**config.mk**
```make
export PLATFORM = sky130hd
export DESIGN_NAME = mdu_iter_flat
export DESIGN_NICKNAME = d
export VERILOG_FILES = /design/src/rtl/mdu_iter_if.sv /design/src/rtl/mdu_iter.sv /design/src/flat_wrapper.sv
export SDC_FILE = /design/constraint.sdc
export NUM_CORES = 1
export LEC_CHECK = 0
export BUFFER_PORTS_ARGS = -buffer_cell sky130_fd_sc_hd__buf_2
export CAP_MARGIN = 40
export CORE_MARGIN = 2
export CORE_UTILIZATION = 45
export CTS_BUF_LIST = sky130_fd_sc_hd__clkbuf_16
export DETAILED_ROUTE_END_ITERATION = 6
export SLEW_MARGIN = 20
export SYNTH_ARGS = -nofsm -noshare
export SYNTH_HDL_FRONTEND = slang
export SYNTH_SLANG_ARGS = --single-unit
export TNS_END_PERCENT = 20
```
**constraint.sdc**
```tcl
create_clock -name clk -period 4.5 [get_ports clk]
set_input_delay 0.45 -clock clk [delete_from_list [all_inputs] [get_ports clk]]
set_output_delay 0.45 -clock clk [all_outputs]
set_load 0.005 [all_outputs]
```
**src/rtl/mdu_iter_if.sv**
```systemverilog
`default_nettype none
// +--------------------------------------------------------------------------+
// | mdu_iter_if : EX-stage <-> multiply/divide unit connection bundle          |
// | Rev 1.0                                                                    |
// +--------------------------------------------------------------------------+
interface mdu_iter_if #(
    parameter int WIDTH = 32
);
    logic             start_e;
    logic [2:0]       op_e;
    logic [WIDTH-1:0] srca_e;
    logic [WIDTH-1:0] srcb_e;
    logic             hiloread_e;
    logic             abort_e;
    logic             busy;
    logic             done;
    logic             stall_mdu;
    logic [WIDTH-1:0] hi;
    logic [WIDTH-1:0] lo;

    // Pipeline side: issues operations and reads HI/LO
    modport master (
        output start_e, op_e, srca_e, srcb_e, hiloread_e, abort_e,
        input  busy, done, stall_mdu, hi, lo
    );

    modport slave (
        input  start_e, op_e, srca_e, srcb_e, hiloread_e, abort_e,
        output busy, done, stall_mdu, hi, lo
    );
endinterface
`default_nettype wire

```
**src/rtl/mdu_iter.sv**
```systemverilog
`default_nettype none
// +--------------------------------------------------------------------------+
// | mdu_iter : radix-2 iterative MULT/MULTU/DIV/DIVU unit with HI/LO registers |
// | Rev 1.0                                                                    |
// +--------------------------------------------------------------------------+
module mdu_iter #(
    parameter int WIDTH = 32
) (
    input  logic      clk,
    input  logic      reset,
    mdu_iter_if.slave bus
);
    localparam int CNT_W = $clog2(WIDTH) + 1;

    localparam logic [1:0] c_IDLE = 2'd0;
    localparam logic [1:0] c_RUN  = 2'd1;
    localparam logic [1:0] c_FIX  = 2'd2;

    localparam logic [CNT_W-1:0] c_CNT_LOAD = WIDTH[CNT_W-1:0];
    localparam logic [CNT_W-1:0] c_CNT_LAST = {{(CNT_W-1){1'b0}}, 1'b1};

    logic [1:0]       r_state;
    logic [CNT_W-1:0] r_cnt;
    logic             r_is_div;
    logic             r_dz;
    logic             r_neg_lo;
    logic             r_neg_hi;
    logic             r_done;
    logic [WIDTH-1:0] r_m;
    logic [WIDTH-1:0] r_ph;
    logic [WIDTH-1:0] r_pl;
    logic [WIDTH-1:0] r_hi;
    logic [WIDTH-1:0] r_lo;

    logic             w_busy;
    logic             w_accept;
    logic             w_mdop;
    logic             w_sgn;
    logic             w_sa;
    logic             w_sb;
    logic [WIDTH-1:0] w_mag_a;
    logic [WIDTH-1:0] w_mag_b;
    logic [WIDTH:0]   w_sum;
    logic [WIDTH:0]   w_shift;
    logic             w_ge;
    logic [WIDTH-1:0] w_sub;
    logic [2*WIDTH-1:0] w_prod;
    logic [2*WIDTH-1:0] w_prod_fix;
    logic [WIDTH-1:0] w_quo;
    logic [WIDTH-1:0] w_rem;
    logic [WIDTH-1:0] w_fix_hi;
    logic [WIDTH-1:0] w_fix_lo;

    assign w_busy   = (r_state != c_IDLE);
    assign w_accept = (r_state == c_IDLE) && bus.start_e && !bus.abort_e;
    assign w_mdop   = !bus.op_e[2];
    assign w_sgn    = !bus.op_e[0];
    assign w_sa     = w_sgn && bus.srca_e[WIDTH-1];
    assign w_sb     = w_sgn && bus.srcb_e[WIDTH-1];
    // MIN maps onto itself, which is the correct unsigned magnitude 2^(WIDTH-1)
    assign w_mag_a  = w_sa ? -bus.srca_e : bus.srca_e;
    assign w_mag_b  = w_sb ? -bus.srcb_e : bus.srcb_e;

    // Multiply step: conditional add of the multiplicand into the upper half, then shift right
    assign w_sum    = {1'b0, r_ph} + (r_pl[0] ? {1'b0, r_m} : {(WIDTH+1){1'b0}});

    // Divide step: shift next dividend bit into the partial remainder and trial-subtract
    assign w_shift  = {r_ph, r_pl[WIDTH-1]};
    assign w_ge     = (w_shift >= {1'b0, r_m});
    assign w_sub    = w_shift[WIDTH-1:0] - r_m;

    assign w_prod     = {r_ph, r_pl};
    assign w_prod_fix = r_neg_lo ? -w_prod : w_prod;
    // Zero divisor leaves the dividend magnitude in r_ph and all-ones in r_pl
    assign w_quo      = r_dz ? {WIDTH{1'b1}} : (r_neg_lo ? -r_pl : r_pl);
    assign w_rem      = r_neg_hi ? -r_ph : r_ph;
    assign w_fix_hi   = r_is_div ? w_rem : w_prod_fix[2*WIDTH-1:WIDTH];
    assign w_fix_lo   = r_is_div ? w_quo : w_prod_fix[WIDTH-1:0];

    always_ff @(posedge clk or negedge reset) begin
        if (!reset) begin
            r_state  <= c_IDLE;
            r_cnt    <= '0;
            r_is_div <= 1'b0;
            r_dz     <= 1'b0;
            r_neg_lo <= 1'b0;
            r_neg_hi <= 1'b0;
            r_done   <= 1'b0;
            r_m      <= '0;
            r_ph     <= '0;
            r_pl     <= '0;
            r_hi     <= '0;
            r_lo     <= '0;
        end else begin
            r_done <= 1'b0;
            case (r_state)
                c_IDLE: begin
                    if (w_accept) begin
                        if (w_mdop) begin
                            r_state  <= c_RUN;
                            r_cnt    <= c_CNT_LOAD;
                            r_is_div <= bus.op_e[1];
                            r_dz     <= bus.op_e[1] && (bus.srcb_e == '0);
                            r_neg_lo <= w_sa ^ w_sb;
                            r_neg_hi <= w_sa;
                            r_m      <= w_mag_b;
                            r_ph     <= '0;
                            r_pl     <= w_mag_a;
                        end else if (!bus.op_e[1]) begin
                            if (bus.op_e[0]) begin
                                r_lo <= bus.srca_e;
                            end else begin
                                r_hi <= bus.srca_e;
                            end
                        end
                    end
                end
                c_RUN: begin
                    if (bus.abort_e) begin
                        r_state <= c_IDLE;
                    end else begin
                        if (r_is_div) begin
                            r_ph <= w_ge ? w_sub : w_shift[WIDTH-1:0];
                            r_pl <= {r_pl[WIDTH-2:0], w_ge};
                        end else begin
                            r_ph <= w_sum[WIDTH:1];
                            r_pl <= {w_sum[0], r_pl[WIDTH-1:1]};
                        end
                        r_cnt <= r_cnt - c_CNT_LAST;
                        if (r_cnt == c_CNT_LAST) begin
                            r_state <= c_FIX;
                        end
                    end
                end
                c_FIX: begin
                    r_state <= c_IDLE;
                    if (!bus.abort_e) begin
                        r_hi   <= w_fix_hi;
                        r_lo   <= w_fix_lo;
                        r_done <= 1'b1;
                    end
                end
                default: begin
                    r_state <= c_IDLE;
                end
            endcase
        end
    end

    assign bus.busy      = w_busy;
    assign bus.done      = r_done;
    assign bus.stall_mdu = w_busy && (bus.start_e || bus.hiloread_e);
    assign bus.hi        = r_hi;
    assign bus.lo        = r_lo;
endmodule
`default_nettype wire

```
**src/flat_wrapper.sv**
```systemverilog
// flat-port wrapper written by rule: the top's interface ports become plain ports
module mdu_iter_flat 
#(
    parameter int WIDTH = 32
)
  (clk, reset, bus_start_e, bus_op_e, bus_srca_e, bus_srcb_e, bus_hiloread_e, bus_abort_e, bus_busy, bus_done, bus_stall_mdu, bus_hi, bus_lo);
  mdu_iter_if #(.WIDTH(WIDTH)) bus_i ();
  input  logic clk;
  input  logic reset;
  input wire logic [$bits(bus_i.start_e)-1:0] bus_start_e;
  input wire logic [$bits(bus_i.op_e)-1:0] bus_op_e;
  input wire logic [$bits(bus_i.srca_e)-1:0] bus_srca_e;
  input wire logic [$bits(bus_i.srcb_e)-1:0] bus_srcb_e;
  input wire logic [$bits(bus_i.hiloread_e)-1:0] bus_hiloread_e;
  input wire logic [$bits(bus_i.abort_e)-1:0] bus_abort_e;
  output wire logic [$bits(bus_i.busy)-1:0] bus_busy;
  output wire logic [$bits(bus_i.done)-1:0] bus_done;
  output wire logic [$bits(bus_i.stall_mdu)-1:0] bus_stall_mdu;
  output wire logic [$bits(bus_i.hi)-1:0] bus_hi;
  output wire logic [$bits(bus_i.lo)-1:0] bus_lo;
  assign bus_i.start_e = bus_start_e;
  assign bus_i.op_e = bus_op_e;
  assign bus_i.srca_e = bus_srca_e;
  assign bus_i.srcb_e = bus_srcb_e;
  assign bus_i.hiloread_e = bus_hiloread_e;
  assign bus_i.abort_e = bus_abort_e;
  assign bus_busy = bus_i.busy;
  assign bus_done = bus_i.done;
  assign bus_stall_mdu = bus_i.stall_mdu;
  assign bus_hi = bus_i.hi;
  assign bus_lo = bus_i.lo;
  mdu_iter #(.WIDTH(WIDTH)) u_core (.clk(clk), .reset(reset), .bus(bus_i));
endmodule
```
==> flow_summary.toml, run 1 <==
[routing]
first_pass_iters = 7
viasPerCell = 6.11
totalWireLength_um = 52400
routed-via-count = 14500
drt_iter0_markers = 1253
ant_nets = 0
post-route-drc-count = 2
routedWlPerCell_um = 22.1

[timing]
slew_viol_final = 0
setup_viol = 0
worstMarginPinSlew_ps = 779
fmax_mhz = 263
post-route-period-util_pct = 84.4
fin_setup_tns_ps = 0
period_needed_ps = 3800
fin_skew_ps = 16.7
finalHoldViolCount = 0
hold_slack_ps = 274
rsz0062_at_grt = "no"
max-slew-margin-rel_pct = 47.6

[logic_synthesis]
syn_inst = 1875
async_reset_ff_share_pct = 100
yosys.area.top_type_share_pct = 29.8
synth_area_um2 = 14500
synth_top_flop_cell = "dfrtp_1"
ys_seq_area_share_pct = 29.8
synth-edff-count = 0
yosys.area.top_type = "dfrtp_1"
synth_commonest_cells = "253 x nand2_1, 219 x o21ai_0, 173 x dfrtp_1"
syn_avg_cell_area_um2 = 7.74
ys_ff_latch = 173
synth-warning-count = 0
ys_types = 74
syn_nets = 2019
yosysMostFrequentCell = "nand2_1"
synth_area_leaders = "dfrtp_1 30%, o21ai_0 7.6%, nand2_1 6.5%"

[critical_path]
crit_fanout = 16
crit_buf_inv = 2
cpMostUsedCell = "a211oi_1"
worst-endpoint-required_ps = 4850
critPathCaptureType = "flop"
critPathKind = "reg -> reg"
slowest_stage = "dfrtp_1"
crit_chain = "inv_1 > buf_4 > nor2_1 > ha_1 > a21o_1 > a21oi_1 > o21ai_0 > a221o_1 > a41oi_1 > o221ai_1 > a211oi_1 > xnor2_1 > a211oi_1"
critPathMaxStageDelay_ps = 440
startpoint = "u_core.r_pl[0]"
worstPathArrival_ps = 4150
critical_path.top_delay_family = "compound AO/OA/AOI/OAI gates"
start_kind = "flop"
reg2reg_from = "u_core.r_pl[0]"
ff2ff_setup_slack_ps = 700
r2r_end = "u_core.r_ph[29]"
r2r_cells = 13

[clocking]
htreeDepth = 4
clock_latency_ps = 460
cts_sinks = 173
clockBufferDepth = 2
cts_tree = "yes"
cts_made_buffers = 17
path_clk_slew_ps = 80
cts_resized = 0
clock-root-buffer = "clkbuf_16"

[global_routing]
grt_usage_pct = 31.4
grt_pass1_vias = 13900
gr-total-overflow = 0
antenna_found_initial = 0
grt_first_pass_wirelength_um = 81300
grt_max_degree = 81

[run]
drv_cap = 0

[hold_path]
min_from = "bus_srcb_e[31]"
holdPathEnd = "u_core.r_m[31]"
hp-class = "in -> reg"
holdPathStages = 3

[cells_and_area]
diodes = 0
drive_gt1_share_pct = 12.6
area_growth_pct = 12.4
nets = 2106

[floorplan]
placeableCoreArea_um2 = 31600
dieArea_um2 = 33700
start_util_pct = 45.9
fp.dieH_um = 184
fp-row-count = 65
pin_count = 139
die_w_um = 184

[power]
powerDensity_nw_per_um2 = 634
power.leakage_nw = 7.37
vdd_drop_max_v = 0.000320

[outcome]
status = "finished with violations"
failed_checks = "DRC"

[placed_design]
gp_congestion = 0.959
port_buffers = 138
hpwl_um = 40700
-- cell usage in the layout (no fill, tap or decap), types with 4 or more instances in the layout --
cell type / instances
nand2_1: 253
o21ai_0: 218
dfrtp_1: 172
nor2_1: 156
buf_2: 137
a21oi_1: 124
xnor2_1: 91
xor2_1: 89
ha_1: 70
inv_1: 67
nand3_1: 48
mux2i_1: 47
buf_4: 41
o31ai_1: 31
nor3_1: 31
o22ai_1: 30
a21o_1: 25
or3_1: 22
a31oi_1: 21
a211oi_1: 19
a22oi_1: 18
nand4_1: 17
clkbuf_16: 17
nand2b_1: 16
nor4_1: 16
o41ai_1: 13
or4_1: 12
nor2b_1: 12
and3_1: 11
o211ai_1: 11
o21a_1: 10
o21bai_1: 8
a211o_1: 7
a31o_2: 6
or2_2: 5
a221o_1: 5
o221ai_1: 5
a41oi_1: 5
and4_1: 4
a21boi_0: 4
-- sequential cells by signal (all words and copies together), names as in the netlist --
register / count
u_core.r_m: 32
u_core.r_is_div: 1
u_core.r_neg_hi: 1
u_core.r_pl: 32
u_core.r_cnt: 6
u_core.r_state: 2
u_core.bus.done: 1
u_core.bus.lo: 32
u_core.bus.hi: 32
u_core.r_neg_lo: 1
u_core.r_ph: 32
u_core.r_dz: 1
-- what timing repair did --
action	in CTS	in global routing
hold buffers	1	0
endpoints found under the hold margin	45	0
setup buffers	0	0
-- layer usage --
metal | track usage, % | part of all wire [%]
met1 | 40.9 | 43
met2 | 51.8 | 46
met3 | 4.26 | 5.9
met4 | 14.6 | 4.8
met5 | 0 | 0
-- stage by stage --
stage          cells  utilization [%]  total power, mW  worst slack (ps)  instance area, µm²
6_report        2376             51.5             10.3               704               16300
5_1_grt         2376             51.5             11.1               545               16300
4_1_cts         2375             51.5             10.2               798               16300
3_5_place_dp    2343             49.7             8.75               847               15700
3_3_place_gp    2336             49.3             8.73               908               15600
2_1_floorplan   1875                -             6.75              1330               14500
-- power by group --
part           internal (mW)  switching (mW)  total (mW)
Combinational           2.38            3.80        6.19
Sequential              2.04           0.645        2.68
Clock                  0.760           0.701        1.46
Total                   5.18            5.15        10.3
-- cells by family (layout without fill, tap and decap cells) --
kind of cell             after synthesis  in the layout  share of synthesized area (%)
multiplexers                          48             48                           3.32
AO/OA/AOI/OAI                        586            586                           24.6
flip-flops                           173            173                           29.8
XOR/XNOR                             180            180                           10.9
adder cells (fa/ha/maj)               72             72                           6.31
AND/OR/NAND/NOR                      632            632                           20.2
buffers and inverters                184            283                           4.81
-- worst min-delay path: stages --
cell and delay, ps:
buf_2 130, nand2_1 60, o22ai_1 50
-- worst max-delay path by stage --
stage,to,depth (start not counted)
after global routing,u_core.r_ph[0],12
after floorplan,u_core.r_ph[29],13
after global placement,u_core.r_ph[8],11
after CTS,u_core.r_ph[29],13
after detailed placement,u_core.r_ph[29],13
final,u_core.r_ph[29],13
-- layout make-up --
cell class                      count  area, µm²
Clock buffer                       17        425
Timing Repair Buffer              186       1150
Inverter                           66        248
Sequential cell                   173       4330
Multi-Input combinational cell   1518       9530
Fill cell                        3172      15300
Tap cell                          402        503
Clock inverter                     14        123
(Power assumes the default switching activity.)
==> inputs of run 2 (changes only) <==
- clock period: 4.5 -> 3.67 ns (I/O delays scaled with it)
==> run 2 against run 1 <==
  * The flow now finishes without violations
  * Count of clock-buffer cells in the layout did not move
  * Combinational power increased by 28%
  * Routed wire length down 0.83%
  * Core utilization rose by 0.99 points
  * Largest cell class unchanged
==> flow_summary.toml, run 2 (synthesized netlist as in run 1, its figures left out) <==
[placed_design]
pre_cts_slack_ps = 156
placed_area_um2 = 16000
port_buffers = 138
dp_cells = 2379
gp_congestion = 0.997
hpwl_um = 39700

[cells_and_area]
final_area_um2 = 16600
fin_util_pct = 52.5
multi_input_area_um2 = 9540
mostFrequentLayoutCell = "nand2_1"
nets = 2141
diodes = 0
mostFrequentLayoutCells = "253 x nand2_1, 218 x o21ai_0, 171 x dfrtp_1, 156 x nor2_1, 137 x buf_2"
drive_gt1_share_pct = 14.3
area_growth_pct = 14.6
fillCellCount = 3133
fin_cells = 2412
register_area_um2 = 4330

[timing]
rsz0062_at_grt = "no"
setup_viol = 0
period_needed_ps = 3450
fmax_mhz = 290
max-slew-margin-rel_pct = 45.0
fin_setup_tns_ps = 0
finalWorstSetupSlack_ps = 222
post-route-period-util_pct = 94.0
finalHoldViolCount = 0
hold_slack_ps = 201
fin_skew_ps = 14.7
worstMarginPinSlew_ps = 825
slew_viol_final = 0

[floorplan]
pin_count = 139
start_util_pct = 45.9
fp.dieH_um = 184
fp-row-count = 65
placeableCoreArea_um2 = 31600
die_w_um = 184
dieArea_um2 = 33700

[global_routing]
gr-total-overflow = 0
grt_first_pass_wirelength_um = 80900
antenna_found_initial = 0
grt_max_degree = 81
grt_pass1_vias = 14100
grt_usage_pct = 31.2

[clocking]
cts_made_buffers = 17
clockBufferDepth = 2
htreeDepth = 4
clock_latency_ps = 460
clock-root-buffer = "clkbuf_16"
cts_tree = "yes"
path_clk_slew_ps = 70
cts_sinks = 173

[routing]
drt_iter0_markers = 1174
post-route-drc-count = 0
ant_nets = 0
viasPerCell = 6.11
routed-via-count = 14700
routedWlPerCell_um = 21.6
first_pass_iters = 5
totalWireLength_um = 52000

[critical_path]
ff2ff_setup_slack_ps = 220
crit_end = "u_core.r_ph[6]"
crit_fanout = 14
r2r_cells = 13
critPathKind = "reg -> reg"
worstPathArrival_ps = 3790
start_kind = "flop"
reg2reg_from = "u_core.r_m[1]"
critPathCaptureType = "flop"
r2r_end = "u_core.r_ph[6]"
startpoint = "u_core.r_m[1]"
worst-endpoint-required_ps = 4020

[power]
p_clk_share_pct = 15.2
p_sw_share_pct = 48.2
finalPower_mw = 13.1
vdd_drop_max_v = 0.000467
seq_power_share_pct = 24.4
p_switching_mw = 6.31
powerDensity_nw_per_um2 = 788
p_int_mw = 6.79
comb_power_share_pct = 60.5
power.leakage_nw = 7.56

[outcome]
status = "finished, final reports clean"

[hold_path]
hp-class = "in -> reg"
holdPathStages = 3

[run]
drv_cap = 0
run 2: cell count changes in the layout (fill, tap and decap cells not counted), sizes merged:
cell	change
clkinv	-2
bufinv	+2
buf	+35
inv	+2
clkinvlp	-1
run 2: layout make-up:
cell class	count	area share [%]
multi-input combinational	1518	57.4
timing repair buffer	221	8.33
inverter	66	1.51
clock buffer	17	2.56
clock inverter	15	1.11
sequential	173	26.1
tap	402	3.03
run 2: power by group through the flow:
stage               Clock, mW  Sequential [mW]  Combinational [mW]
global route             2.09             3.26                8.70
floorplan                   0             3.05                5.23
detailed placement          0             3.20                7.75
finish                   1.98             3.19                7.92
global placement            0             3.18                7.70
CTS                      2.01             3.16                7.79
run 2: worst max-delay path: stages, from the launching register on:
cell and delay (ps):
dfrtp_1 400, inv_1 180, ha_1 290, nand2b_1 100, a21oi_1 150, buf_4 180
o21ai_0 140, nand3_1 170, a211oi_1 670, o21ai_4 270, buf_12 230, mux2i_1 210
a21oi_1 100, a31o_2 230
run 2: worst min-delay path by stage:
stage | start | endpoint
floorplan | reset | u_core.bus.done
global placement | reset | u_core.bus.lo[12]
detailed placement | reset | u_core.bus.lo[13]
CTS | bus_srcb_e[31] | u_core.r_m[31]
global route | bus_op_e[1] | u_core.r_is_div
finish | bus_srcb_e[31] | u_core.r_m[31]
run 2: layer usage:
| layer | track usage [%] | vias up | routed length (µm) |
|---|---|---|---|
| met5 | 0 | - | 0 |
| met4 | 14.2 | 0 | 2360 |
| met3 | 3.29 | 108 | 3460 |
| met2 | 51.0 | 641 | 23600 |
| met1 | 41.7 | 7029 | 22600 |
| li1 | - | 6952 | - |
run 2: repair_timing:
action / 4_1_cts / 5_1_grt
gates resized for setup: 0 / 5
setup buffers: 0 / 0
endpoints found under the setup margin: 0 / 5
hold buffers: 1 / 0
endpoints found under the hold margin: 48 / 0
==> inputs of run 3 (changes only) <==
- CORE_ASPECT_RATIO: default -> 0.8
- CORE_UTILIZATION: 45 -> 25
==> run 3 against run 2 <==
  * Hold slack improved by 1.6 ps
  * Setup slack improved by 7.8 ps
  * Register-to-register slack barely moved
  * Clock skew fell by 4.7 ps
  * Sequential share of layout area fell by 0.82 points
  * Clock power fell by 2%
  * Via count rose by 1.4%
  * Largest power group unchanged
==> flow_summary.toml, run 3 (synthesized netlist as in run 1, its figures left out) <==
[outcome]
status = "finished, final reports clean"

[clocking]
cts_sinks = 173
path_clk_slew_ps = 70
clock-root-buffer = "clkbuf_16"
cts_made_buffers = 17
clockBufferDepth = 2
htreeDepth = 4
cts_tree = "yes"
clock_latency_ps = 470

[power]
powerDensity_nw_per_um2 = 770
vdd_drop_max_v = 0.000364
finalPower_mw = 13.2
power.leakage_nw = 7.61

[floorplan]
die_w_um = 273
start_util_pct = 25.5
placeableCoreArea_um2 = 57000
fp.dieH_um = 219
fp-row-count = 78
pin_count = 139
dieArea_um2 = 60000

[cells_and_area]
mostFrequentLayoutCell = "nand2_1"
fillCellCount = 6214
area_growth_pct = 18.2
nets = 2146
mostFrequentLayoutCells = "253 x nand2_1, 218 x o21ai_0, 172 x dfrtp_1, 156 x nor2_1, 137 x buf_2"
drive_gt1_share_pct = 14.4
multi_input_area_um2 = 9530
register_area_um2 = 4330
final_area_um2 = 17200

[global_routing]
grt_pass1_vias = 14400
grt_usage_pct = 19.2
grt_max_degree = 81
grt_first_pass_wirelength_um = 88200
gr-total-overflow = 0
antenna_found_initial = 6

[hold_path]
hp-class = "in -> reg"

[timing]
setup_viol = 0
finalHoldViolCount = 0
hold_slack_ps = 202
post-route-period-util_pct = 93.7
period_needed_ps = 3440
fmax_mhz = 291
finalWorstSetupSlack_ps = 230
worstMarginPinSlew_ps = 838
fin_skew_ps = 9.98
rsz0062_at_grt = "no"
slew_viol_final = 0
max-slew-margin-rel_pct = 43.6
fin_setup_tns_ps = 0

[placed_design]
hpwl_um = 45300
placed_area_um2 = 16500
pre_cts_slack_ps = 228
gp_congestion = 0.954
port_buffers = 138

[routing]
routedWlPerCell_um = 20.8
post-route-drc-count = 0
ant_nets = 0
totalWireLength_um = 57800
drt_iter0_markers = 1390
viasPerCell = 5.38
routed-via-count = 14900
first_pass_iters = 5

[critical_path]
critPathCaptureType = "flop"
worst-endpoint-required_ps = 4050
critPathKind = "reg -> reg"
crit_fanout = 12
start_kind = "flop"
worstPathArrival_ps = 3820

[run]
drv_cap = 0
run 3: cell type report:
type / instances / area share [%]
Multi-Input combinational cell: 1518 / 55.6
Antenna cell: 2 / 0.0292
Clock buffer: 17 / 2.48
Timing Repair Buffer: 226 / 8.65
Tap cell: 760 / 5.54
Inverter: 66 / 1.47
Clock inverter: 15 / 0.992
Sequential cell: 173 / 25.2
run 3: critical path: stages (launching register included):
cell and delay [ps]:
dfrtp_1 390, clkinvlp_4 240, nor2_1 180, ha_1 290, nor2b_1 170, o2111ai_1 240
nand4b_1 160, a221o_1 460, a41oi_1 360, o221ai_1 250, a211oi_1 330, xnor2_1 100
a211oi_1 190
run 3: layer usage:
metal / routed length (µm) / part of all wire [%] / vias to the layer above / global-route usage [%]
met5: 27 / 0.047 / - / 0
met4: 1480 / 2.6 / 4 / 6.36
met3: 3710 / 6.4 / 97 / 2.88
met2: 25800 / 45 / 552 / 30.0
met1: 26800 / 46 / 7315 / 26.9
li1: - / - / 6970 / -
run 3: metrics by stage:
stage | util (%) | cells
6_report | 30.1 | 2777
5_1_grt | 30.1 | 2775
4_1_cts | 30.0 | 2773
3_5_place_dp | 28.9 | 2740
3_3_place_gp | 28.9 | 2737
2_1_floorplan | - | 1875
run 3: final timing paths:
check	from	endpoint	slack, ps	depth (start not counted)
min reg2reg	u_core.bus.lo[2]	u_core.bus.lo[2]	480	2
max in group asynchronous	reset	u_core.r_ph[5]	2370	4
max reg2reg	u_core.r_pl[0]	u_core.r_ph[29]	230	12
min	bus_srcb_e[27]	u_core.r_m[27]	200	3
max	u_core.r_pl[0]	u_core.r_ph[29]	230	12
min in group asynchronous	reset	u_core.bus.lo[26]	380	2
run 3: what timing repair did:
action,4_1_cts,5_1_grt
resized for setup,0,4
setup buffers,0,0
endpoints found under the setup margin,0,5
hold buffers,1,0
endpoints found under the hold margin,33,0
run 3: where the power goes:
group          total, mW  internal [mW]  switching [mW]
logic               8.03           3.19            4.85
clock network       1.94           1.07           0.865
registers           3.24           2.50           0.736
